$ cat src/rtl/fifo_rd_stream_pkg.sv
// fifo_rd_stream shared definitions
// word layout, framing states, keep decode
package fifo_rd_stream_pkg;

  localparam int CNT_LSB = 64;
  localparam int EOF_BIT = 67;
  localparam int ERR_BIT = 68;
  localparam int SOF_BIT = 69;

  typedef enum logic {
    IDLE  = 1'b0,
    INFRM = 1'b1
  } frm_state_e;

  // byte count minus one -> contiguous low-byte mask
  function automatic logic [7:0] keep_from_cnt(input logic [2:0] cnt);
    logic [7:0] k;
    k = 8'hFF >> (3'd7 - cnt);
    return k;
  endfunction

endpackage

$ cat src/rtl/fifo_rd_stream_skid.sv
// skid_buf2: two-entry valid/ready buffer
// head drives the output, tail absorbs one extra word
module skid_buf2
  import fifo_rd_stream_pkg::*;
#(
  parameter int W = 74
) (
  input  logic         clk_i,
  input  logic         rst_i,
  input  logic         push_i,
  input  logic [W-1:0] push_data_i,
  input  logic         ready_i,
  output logic         valid_o,
  output logic [W-1:0] data_o,
  output logic [1:0]   occ_o
);

  logic [W-1:0] head_q, head_d;
  logic [W-1:0] tail_q, tail_d;
  logic [1:0]   occ_q, occ_d;
  logic         pop;

  assign valid_o = (occ_q != 2'd0);
  assign data_o  = head_q;
  assign occ_o   = occ_q;
  assign pop     = valid_o & ready_i;

  // next head/tail/occupancy for push, pop or both
  always_comb begin
    head_d = head_q;
    tail_d = tail_q;
    occ_d  = occ_q;
    unique case ({push_i, pop})
      2'b10: begin
        if (occ_q == 2'd0) head_d = push_data_i;
        else               tail_d = push_data_i;
        occ_d = occ_q + 2'd1;
      end
      2'b01: begin
        head_d = tail_q;
        occ_d  = occ_q - 2'd1;
      end
      2'b11: begin
        if (occ_q == 2'd2) begin
          head_d = tail_q;
          tail_d = push_data_i;
        end else begin
          head_d = push_data_i;
        end
      end
      default: ;
    endcase
  end

  // buffer state registers
  always_ff @(posedge clk_i or posedge rst_i) begin
    if (rst_i) begin
      head_q <= '0;
      tail_q <= '0;
      occ_q  <= 2'd0;
    end else begin
      head_q <= head_d;
      tail_q <= tail_d;
      occ_q  <= occ_d;
    end
  end

endmodule

$ cat src/rtl/fifo_rd_stream.sv
// fifo_rd_stream: link FIFO read drainer
// prefetches 72-bit words into a byte-keyed stream, checks framing
module fifo_rd_stream
  import fifo_rd_stream_pkg::*;
#(
  parameter int DATA_W = 64,
  parameter int FIFO_W = 72,
  parameter int FCNT_W = 32,
  parameter int ECNT_W = 16
) (
  input  logic                rd_clk,
  input  logic                rd_rst,
  output logic                fifo_rd_en,
  input  logic [FIFO_W-1:0]   fifo_rd_data,
  input  logic                fifo_rd_empty,
  output logic [DATA_W-1:0]   m_data,
  output logic [DATA_W/8-1:0] m_keep,
  output logic                m_last,
  output logic                m_err,
  output logic                m_valid,
  input  logic                m_ready,
  input  logic                clr_stats,
  output logic [FCNT_W-1:0]   frame_cnt,
  output logic [ECNT_W-1:0]   err_cnt,
  output logic                seq_err
);

  localparam int KEEP_W = DATA_W / 8;
  localparam int ENT_W  = DATA_W + KEEP_W + 2;

  logic              inflight_q;
  logic [1:0]        occ;
  logic              pop;
  logic              w_sof, w_eof, w_err;
  logic [2:0]        w_cnt;
  logic [KEEP_W-1:0] w_keep;
  logic [ENT_W-1:0]  w_ent;
  logic [ENT_W-1:0]  head;
  logic              unused_rsv;

  frm_state_e        state_q, state_d;
  logic              seq_err_q, seq_err_d;
  logic [FCNT_W-1:0] frame_cnt_q, frame_cnt_d;
  logic [ECNT_W-1:0] err_cnt_q, err_cnt_d;
  logic [1:0]        err_inc;
  logic [ECNT_W:0]   err_sum;

  assign w_sof  = fifo_rd_data[SOF_BIT];
  assign w_eof  = fifo_rd_data[EOF_BIT];
  assign w_err  = fifo_rd_data[ERR_BIT];
  assign w_cnt  = fifo_rd_data[CNT_LSB +: 3];
  assign w_keep = w_eof ? keep_from_cnt(w_cnt) : '1;
  assign w_ent  = {fifo_rd_data[DATA_W-1:0], w_keep, w_eof, w_err};
  assign unused_rsv = ^fifo_rd_data[FIFO_W-1:SOF_BIT+1];

  assign pop = m_valid & m_ready;

  // a read is only issued when its data is sure to find a free slot
  assign fifo_rd_en = !rd_rst && !fifo_rd_empty &&
    ((({1'b0, occ} + {2'b0, inflight_q} + 3'd1) <= 3'd2) || pop);

  // read latency tracking: data lands the cycle after the read
  always_ff @(posedge rd_clk or posedge rd_rst) begin
    if (rd_rst) inflight_q <= 1'b0;
    else        inflight_q <= fifo_rd_en;
  end

  skid_buf2 #(
    .W (ENT_W)
  ) u_skid (
    .clk_i       (rd_clk),
    .rst_i       (rd_rst),
    .push_i      (inflight_q),
    .push_data_i (w_ent),
    .ready_i     (m_ready),
    .valid_o     (m_valid),
    .data_o      (head),
    .occ_o       (occ)
  );

  assign {m_data, m_keep, m_last, m_err} = head;

  // framing check on each word as it lands
  always_comb begin
    state_d   = state_q;
    seq_err_d = 1'b0;
    if (inflight_q) begin
      unique case (state_q)
        IDLE:    seq_err_d = !w_sof;
        INFRM:   seq_err_d = w_sof;
        default: seq_err_d = 1'b0;
      endcase
      state_d = w_eof ? IDLE : INFRM;
    end
  end

  // framing state and registered violation pulse
  always_ff @(posedge rd_clk or posedge rd_rst) begin
    if (rd_rst) begin
      state_q   <= IDLE;
      seq_err_q <= 1'b0;
    end else begin
      state_q   <= state_d;
      seq_err_q <= seq_err_d;
    end
  end

  // statistics next-state: wrap frames, saturate errors
  always_comb begin
    err_inc     = {1'b0, pop & m_last & m_err} + {1'b0, seq_err_q};
    err_sum     = {1'b0, err_cnt_q} + {{(ECNT_W-1){1'b0}}, err_inc};
    frame_cnt_d = frame_cnt_q + FCNT_W'(pop & m_last);
    err_cnt_d   = err_sum[ECNT_W] ? '1 : err_sum[ECNT_W-1:0];
    if (clr_stats) begin
      frame_cnt_d = '0;
      err_cnt_d   = '0;
    end
  end

  // statistics registers
  always_ff @(posedge rd_clk or posedge rd_rst) begin
    if (rd_rst) begin
      frame_cnt_q <= '0;
      err_cnt_q   <= '0;
    end else begin
      frame_cnt_q <= frame_cnt_d;
      err_cnt_q   <= err_cnt_d;
    end
  end

  assign frame_cnt = frame_cnt_q;
  assign err_cnt   = err_cnt_q;
  assign seq_err   = seq_err_q;

endmodule

$ cat config.mk
export PLATFORM = sky130hd
export DESIGN_NAME = fifo_rd_stream
export DESIGN_NICKNAME = d
export VERILOG_FILES = /design/src/rtl/fifo_rd_stream_pkg.sv /design/src/rtl/fifo_rd_stream_skid.sv /design/src/rtl/fifo_rd_stream.sv
export SDC_FILE = /design/constraint.sdc
export NUM_CORES = 1
export LEC_CHECK = 0
export CAP_MARGIN = 20
export CORE_UTILIZATION = 54
export DETAILED_ROUTE_END_ITERATION = 10
export GPL_TIMING_DRIVEN = 0
export PLACE_DENSITY = 0.85
export SYNTH_ARGS = -nofsm -noshare
export SYNTH_HDL_FRONTEND = slang
export SYNTH_SLANG_ARGS = --single-unit
$ cat constraint.sdc
create_clock -name rd_clk -period 13.35 [get_ports rd_clk]
set_input_delay 2.67 -clock rd_clk [delete_from_list [all_inputs] [get_ports rd_clk]]
set_output_delay 2.67 -clock rd_clk [all_outputs]
set_load 0.01 [all_outputs]
After elaboration in Yosys (flattened, before gate mapping)
Index checks and enable logic that the tools add are counted.
- register bits after elaboration: 201
- output and inout port bits: 125
- word-level logic and storage cells: 57
- add/sub/neg operators: 8
- $lt $le $gt $ge: 1
- equal/unequal tests: 7
- shifts and indexed selects: 1
- muxes and demuxes: 14
- bitwise operators: 5
- reduce and logical (&&, ||, !) cells: 13
- operator list (operator ; count):
    74-bit two-way mux ; 4
    74-bit case mux with 3 select lines ; 1
    74-bit case mux with 2 select lines ; 1
    32-bit by 1-bit adder with 32-bit output ; 1
    16-bit two-way mux ; 2
    32-bit two-way mux ; 1
    16-bit by 2-bit adder with 17-bit output ; 1
    8-bit two-way mux ; 1
    8-bit by 3-bit >> shifter with 8-bit output (first input constant) ; 1
    2-bit equality test (second input constant) ; 3
    2-bit nonzero test ; 3
    1-bit AND ; 4
    2-bit by 1-bit != test with 1-bit output (second input constant) ; 2
    2-bit case mux with 2 select lines ; 1
    2-bit by 1-bit adder with 3-bit output ; 1
    3-bit by 1-bit adder with 3-bit output (second input constant) ; 1
    3-bit by 2-bit <= comparator with 1-bit output (second input constant) ; 1
    1-bit logical NOT ; 3
    3-bit AND reduction ; 1
    3-bit nonzero test ; 1
    3-bit subtractor (first input constant) ; 1
    1-bit by 1-bit adder with 2-bit output ; 1
    2-bit by 1-bit adder with 2-bit output (second input constant) ; 1
    2-bit by 1-bit equality test with 1-bit output (second input constant) ; 1
    other kinds (9) ; 11

Longest topological paths before layout
- depth after elaboration: 8
- mapped depth: 11
- gate-level depth less buffers: 9

Modules after synthesis
A second synthesis with hierarchy kept.
- cells, all modules: 900
- area total of the unflattened synthesis: 9675.5 um^2
- by module, submodules not included (module ; times used ; cells an instance ; area an instance (um^2) ; seq. area each (um^2)):
    skid_buf2 ; 1 ; 604 ; 6906.6 ; 3753.6
    fifo_rd_stream ; 1 ; 296 ; 2768.9 ; 1276.2

Least setup slack after synthesis
OpenSTA, ideal clock, no wires.
- path type: input-to-output
- start point: input port m_ready
- end point: output port fifo_rd_en
- arrival time: 3219 ps
- required time: 10680 ps
- path slack: 7461 ps
- cell stages on the path: 3
- cells stage by stage: o21a_1 > nor3_1 > nor3_1
- longest elaborated chain between the ends: 3
- RTL lines (item ; line ; text):
    start: declaration ; fifo_rd_stream.sv:21 ; input logic m_ready,
    1-bit AND ; fifo_rd_stream.sv:56 ; assign pop = m_valid & m_ready;
    1-bit logical OR ; fifo_rd_stream.sv:60 ; ((({1'b0, occ} + {2'b0, inflight_q} + 3'd1) <= 3'd2) || pop);
    1-bit logical AND ; fifo_rd_stream.sv:59 ; assign fifo_rd_en = !rd_rst && !fifo_rd_empty &&
    end: declaration ; fifo_rd_stream.sv:13 ; output logic fifo_rd_en,
No other way between the ends.

Worst setup path after layout
Same ends and word-level chain as after synthesis.

==> run metrics <==
I/O pins approximately 200; critical path fanouts, max 6; CP endpoint kind output pin; Initial Util around 55%; Synth Register Bits 201; # rows 46; WL final around 22000 um; Final nets around 1100; Achievable Freq 0.142 GHz; Finished Layout Cells 1246; Slowest-stage cell, CP clkdlybuf4s50_1; synth unique cells slightly above 40; post-CTS setup buffers 0; net count after synthesis 879; FILL cells approximately 1100; total power roughly 2.5 mW; pwr dens about 210 nW/um^2; Pint around 1.7 mW; FF-to-FF setup slack between 10 and 15 ns; max capacitance violation total 0; initial drt markers slightly below 400; Critical Path Source m_ready; worst-case reg-to-reg path depth 11; crit share post-route between 50% and 60%; Seq pwr share a little under 40%; status completed; Clock Sinks between 200 and 250; min Tclk post-route between 7 and 8 ns; hold_sp u_skid.tail_q[2]$_DFFE_PP0P_; crit-path max cell delay around 0.62 ns; initial antenna violation count 1; Ys Warns 0; clock buffer depth 3; CTS buffer count 22; share of the yosys chip area belonging to registers 57.1%; Worst R2R End err_cnt[5]$_DFF_PP0_; Detail Route Antenna Nets 0; hold_buf cts 0; CTS tree yes; worst hold path class reg -> reg; hold depth 1; DR vias about 7200; Post-Syn Area approximately 9000 um^2; unrepaired setup endpoints after global routing false; crit-path cells clkdlybuf4s50_1, o21a_1, nor3_1, nor3_1, clkdlybuf4s50_1; first-pass GRT wire length ~36000 um; Post-DP HPWL about 15000 um; DR DRC count 0; vias per cell a little under 6; data arrival time of the worst path 4.39 ns; setup TNS 0 ns; largest net degree at the start of global routing around 130; register area between 5000 and 6000 um^2; placed cell areas ~11000 um^2; total congestion overflow 0; setup violators final 0; Clock Pin Slew Worst Setup and Hold Paths about 0.06 ns; vias in the first global route slightly above 7000; routed len/inst about 18 um; Hold WS 0.474 ns; worst setup margin between 6 and 7 ns; Die ar. 16800 um^2; Final Cell Area roughly 12000 um^2; iteration count of the initial detailed-routing pass 5; core region area roughly 16000 um^2; placed cell count 1207; Place WS ~6.3 ns; Critical Path RT 10.68 ns; layout cells sized above 1 between 10% and 20%; post-synthesis mux area share a little under a tenth; Mapped Cells slightly below 800; Comb pwr share 34.5%; GPL Wtd Cong between 0.8 and 0.9; antenna fix cells 0; reg2reg start u_skid.occ_o[0]$_DFFE_PP0P_; WP depth 5; Slew @ Worst Pin about 0.66 ns; Die W 130 um; Worst setup endpoint fifo_rd_en; Clk pwr share a little over a quarter; Max Slew Vio Count 0; CP Class in -> out; Worst path top cell family by delay buffers and inverters; main combinational cell family by area after synthesis compound AO/OA/AOI/OAI gates; worst-skew pair later-pin latency 0.49 ns; sw power 0.781 mW; die height 130 um; simple-gate share of the synthesized area 11.4%; GRT Total Usage between 20% and 30%; clk root buf clkbuf_16; Net Sw Frac a little under a third; Synth Area in XOR/XNOR around 2.5%; worst path bufs/invs 2; Resize count post-CTS 0; post-layout util about three quarters; Setup Skew 0.0113 ns; input/output buffers between 150 and 200; Worst setup SP type primary input; H-Tree Level Count 1; post-synthesis average cell area approximately 11 um^2; Relative slew margins around 56%; Synth-to-Final Area Change 34.6%; area of the multi-input gates around 3500 um^2; Leakage a little under 5 nW; final hold vios 0; post-synthesis adder-cell area fraction under 10%; Peak VDD IR around 0.14 mV; Synth Area in Compound Gates approximately 15%
## worst register-to-register path: stages, from the launching register on
cell and delay (ns):
dfrtp_1 0.32, buf_2 0.19, o21a_1 0.25, and2_1 0.21
nand2_1 0.09, fa_1 0.38, inv_1 0.07, ha_1 0.13
clkbuf_1 0.38, nand4_1 0.29, clkbuf_1 0.33, a21oi_1 0.22
## power groups by stage
stage	Sequential (mW)	Clock, mW	Combinational [mW]
5_1_grt	0.993	0.671	0.926
4_1_cts	0.964	0.648	0.853
3_5_place_dp	0.968	0	0.845
6_report	0.967	0.639	0.847
3_3_place_gp	0.961	0	0.817
2_1_floorplan	0.992	0	0.426
## cell type report
cell class | count | area share, %
sequential | 201 | 42.4
multi-input combinational | 520 | 29.2
timing repair buffer | 199 | 16.9
clock buffer | 28 | 5.10
tap | 216 | 2.28
buffer | 55 | 2.16
clock inverter | 11 | 1.34
inverter | 16 | 0.570
## routing by layer
metal | vias up | global-route usage (%) | wire, um
met3 | 28 | 7.63 | 1920
met2 | 280 | 44.8 | 11200
met4 | 0 | 7.18 | 346
met1 | 3623 | 34.1 | 8940
li1 | 3296 | - | -
met5 | - | 0 | 0
## kinds of logic after synthesis
logic type	count (synthesis)
compound gates	211
xor+xnor	25
fa+ha+maj	10
buf+inv	71
flops	201
mux	72
simple gates	202
## how the worst min path moves through the flow
stage / endpoint / slack [ns]
floorplan: u_skid.tail_q[2]$_DFFE_PP0P_ / 0.44
global placement: u_skid.tail_q[2]$_DFFE_PP0P_ / 0.46
detailed placement: u_skid.tail_q[2]$_DFFE_PP0P_ / 0.45
CTS: u_skid.tail_q[2]$_DFFE_PP0P_ / 0.48
global route: u_skid.data_o[46]$_DFFE_PP0P_ / 0.50
finish: u_skid.tail_q[2]$_DFFE_PP0P_ / 0.47
## Yosys cell counts, drive strengths merged
library cell | count | area [um^2]
clkbuf | 26 | 97.6
nand4b | 3 | 26.3
or3 | 8 | 50.1
o21ai | 85 | 425
and2 | 8 | 51.3
mux2 | 71 | 800
xnor2 | 7 | 61.3
or4 | 9 | 67.6
fa | 1 | 20.0
buf | 29 | 159
a21oi | 33 | 165
a22oi | 73 | 548
dfrtp | 201 | 5030
xor2 | 18 | 158
nand4 | 11 | 83.8
a21boi | 1 | 7.51
a41oi | 3 | 26.3
nand2b | 2 | 12.5
o21a | 1 | 7.51
and3 | 8 | 50.1
nor2 | 20 | 75.1
ha | 9 | 113
a31oi | 2 | 12.5
nand2 | 95 | 357
or2 | 2 | 12.5
nand3 | 16 | 80.1
mux2i | 1 | 10.0
o31ai | 9 | 67.6
nor4 | 1 | 6.26
a211oi | 1 | 12.5
a41o | 1 | 10.0
nor2b | 4 | 25.0
inv | 16 | 60.1
a21o | 2 | 15.0
and4 | 8 | 70.1
nor3 | 7 | 35.0
## cells in the final DEF, fill, tap and decap left out, types with 2 or more instances in the layout
cell type and instances:
dfrtp_1 201, clkdlybuf4s50_1 198, nand2_1 95, o21ai_0 85
a22oi_1 73, mux2_2 71, a21oi_1 33, clkbuf_1 30
clkbuf_16 23, nor2_1 20, xor2_1 18, nand3_1 16
inv_1 15, buf_2 13, nand4_1 10, buf_1 9
o31ai_1 9, or4_1 9, ha_1 9, or3_1 8
and4_1 8, and3_1 8, and2_1 7, xnor2_1 7
nor3_1 7, clkinv_2 6, buf_4 5, nor2b_1 4
bufinv_16 4, nand4b_1 3, a41oi_1 3, or2_2 2
nand2b_1 2, a21o_1 2, a31oi_1 2, buf_6 2
## sequential cells by signal, summed over array words and instances, names as in the netlist
register	count
frame_cnt	32
seq_err	1
state_q	1
inflight_q	1
u_skid.data_o	74
u_skid.tail_q	74
err_cnt	16
u_skid.occ_o	2
Note: power is estimated with default switching activity, not from simulation.
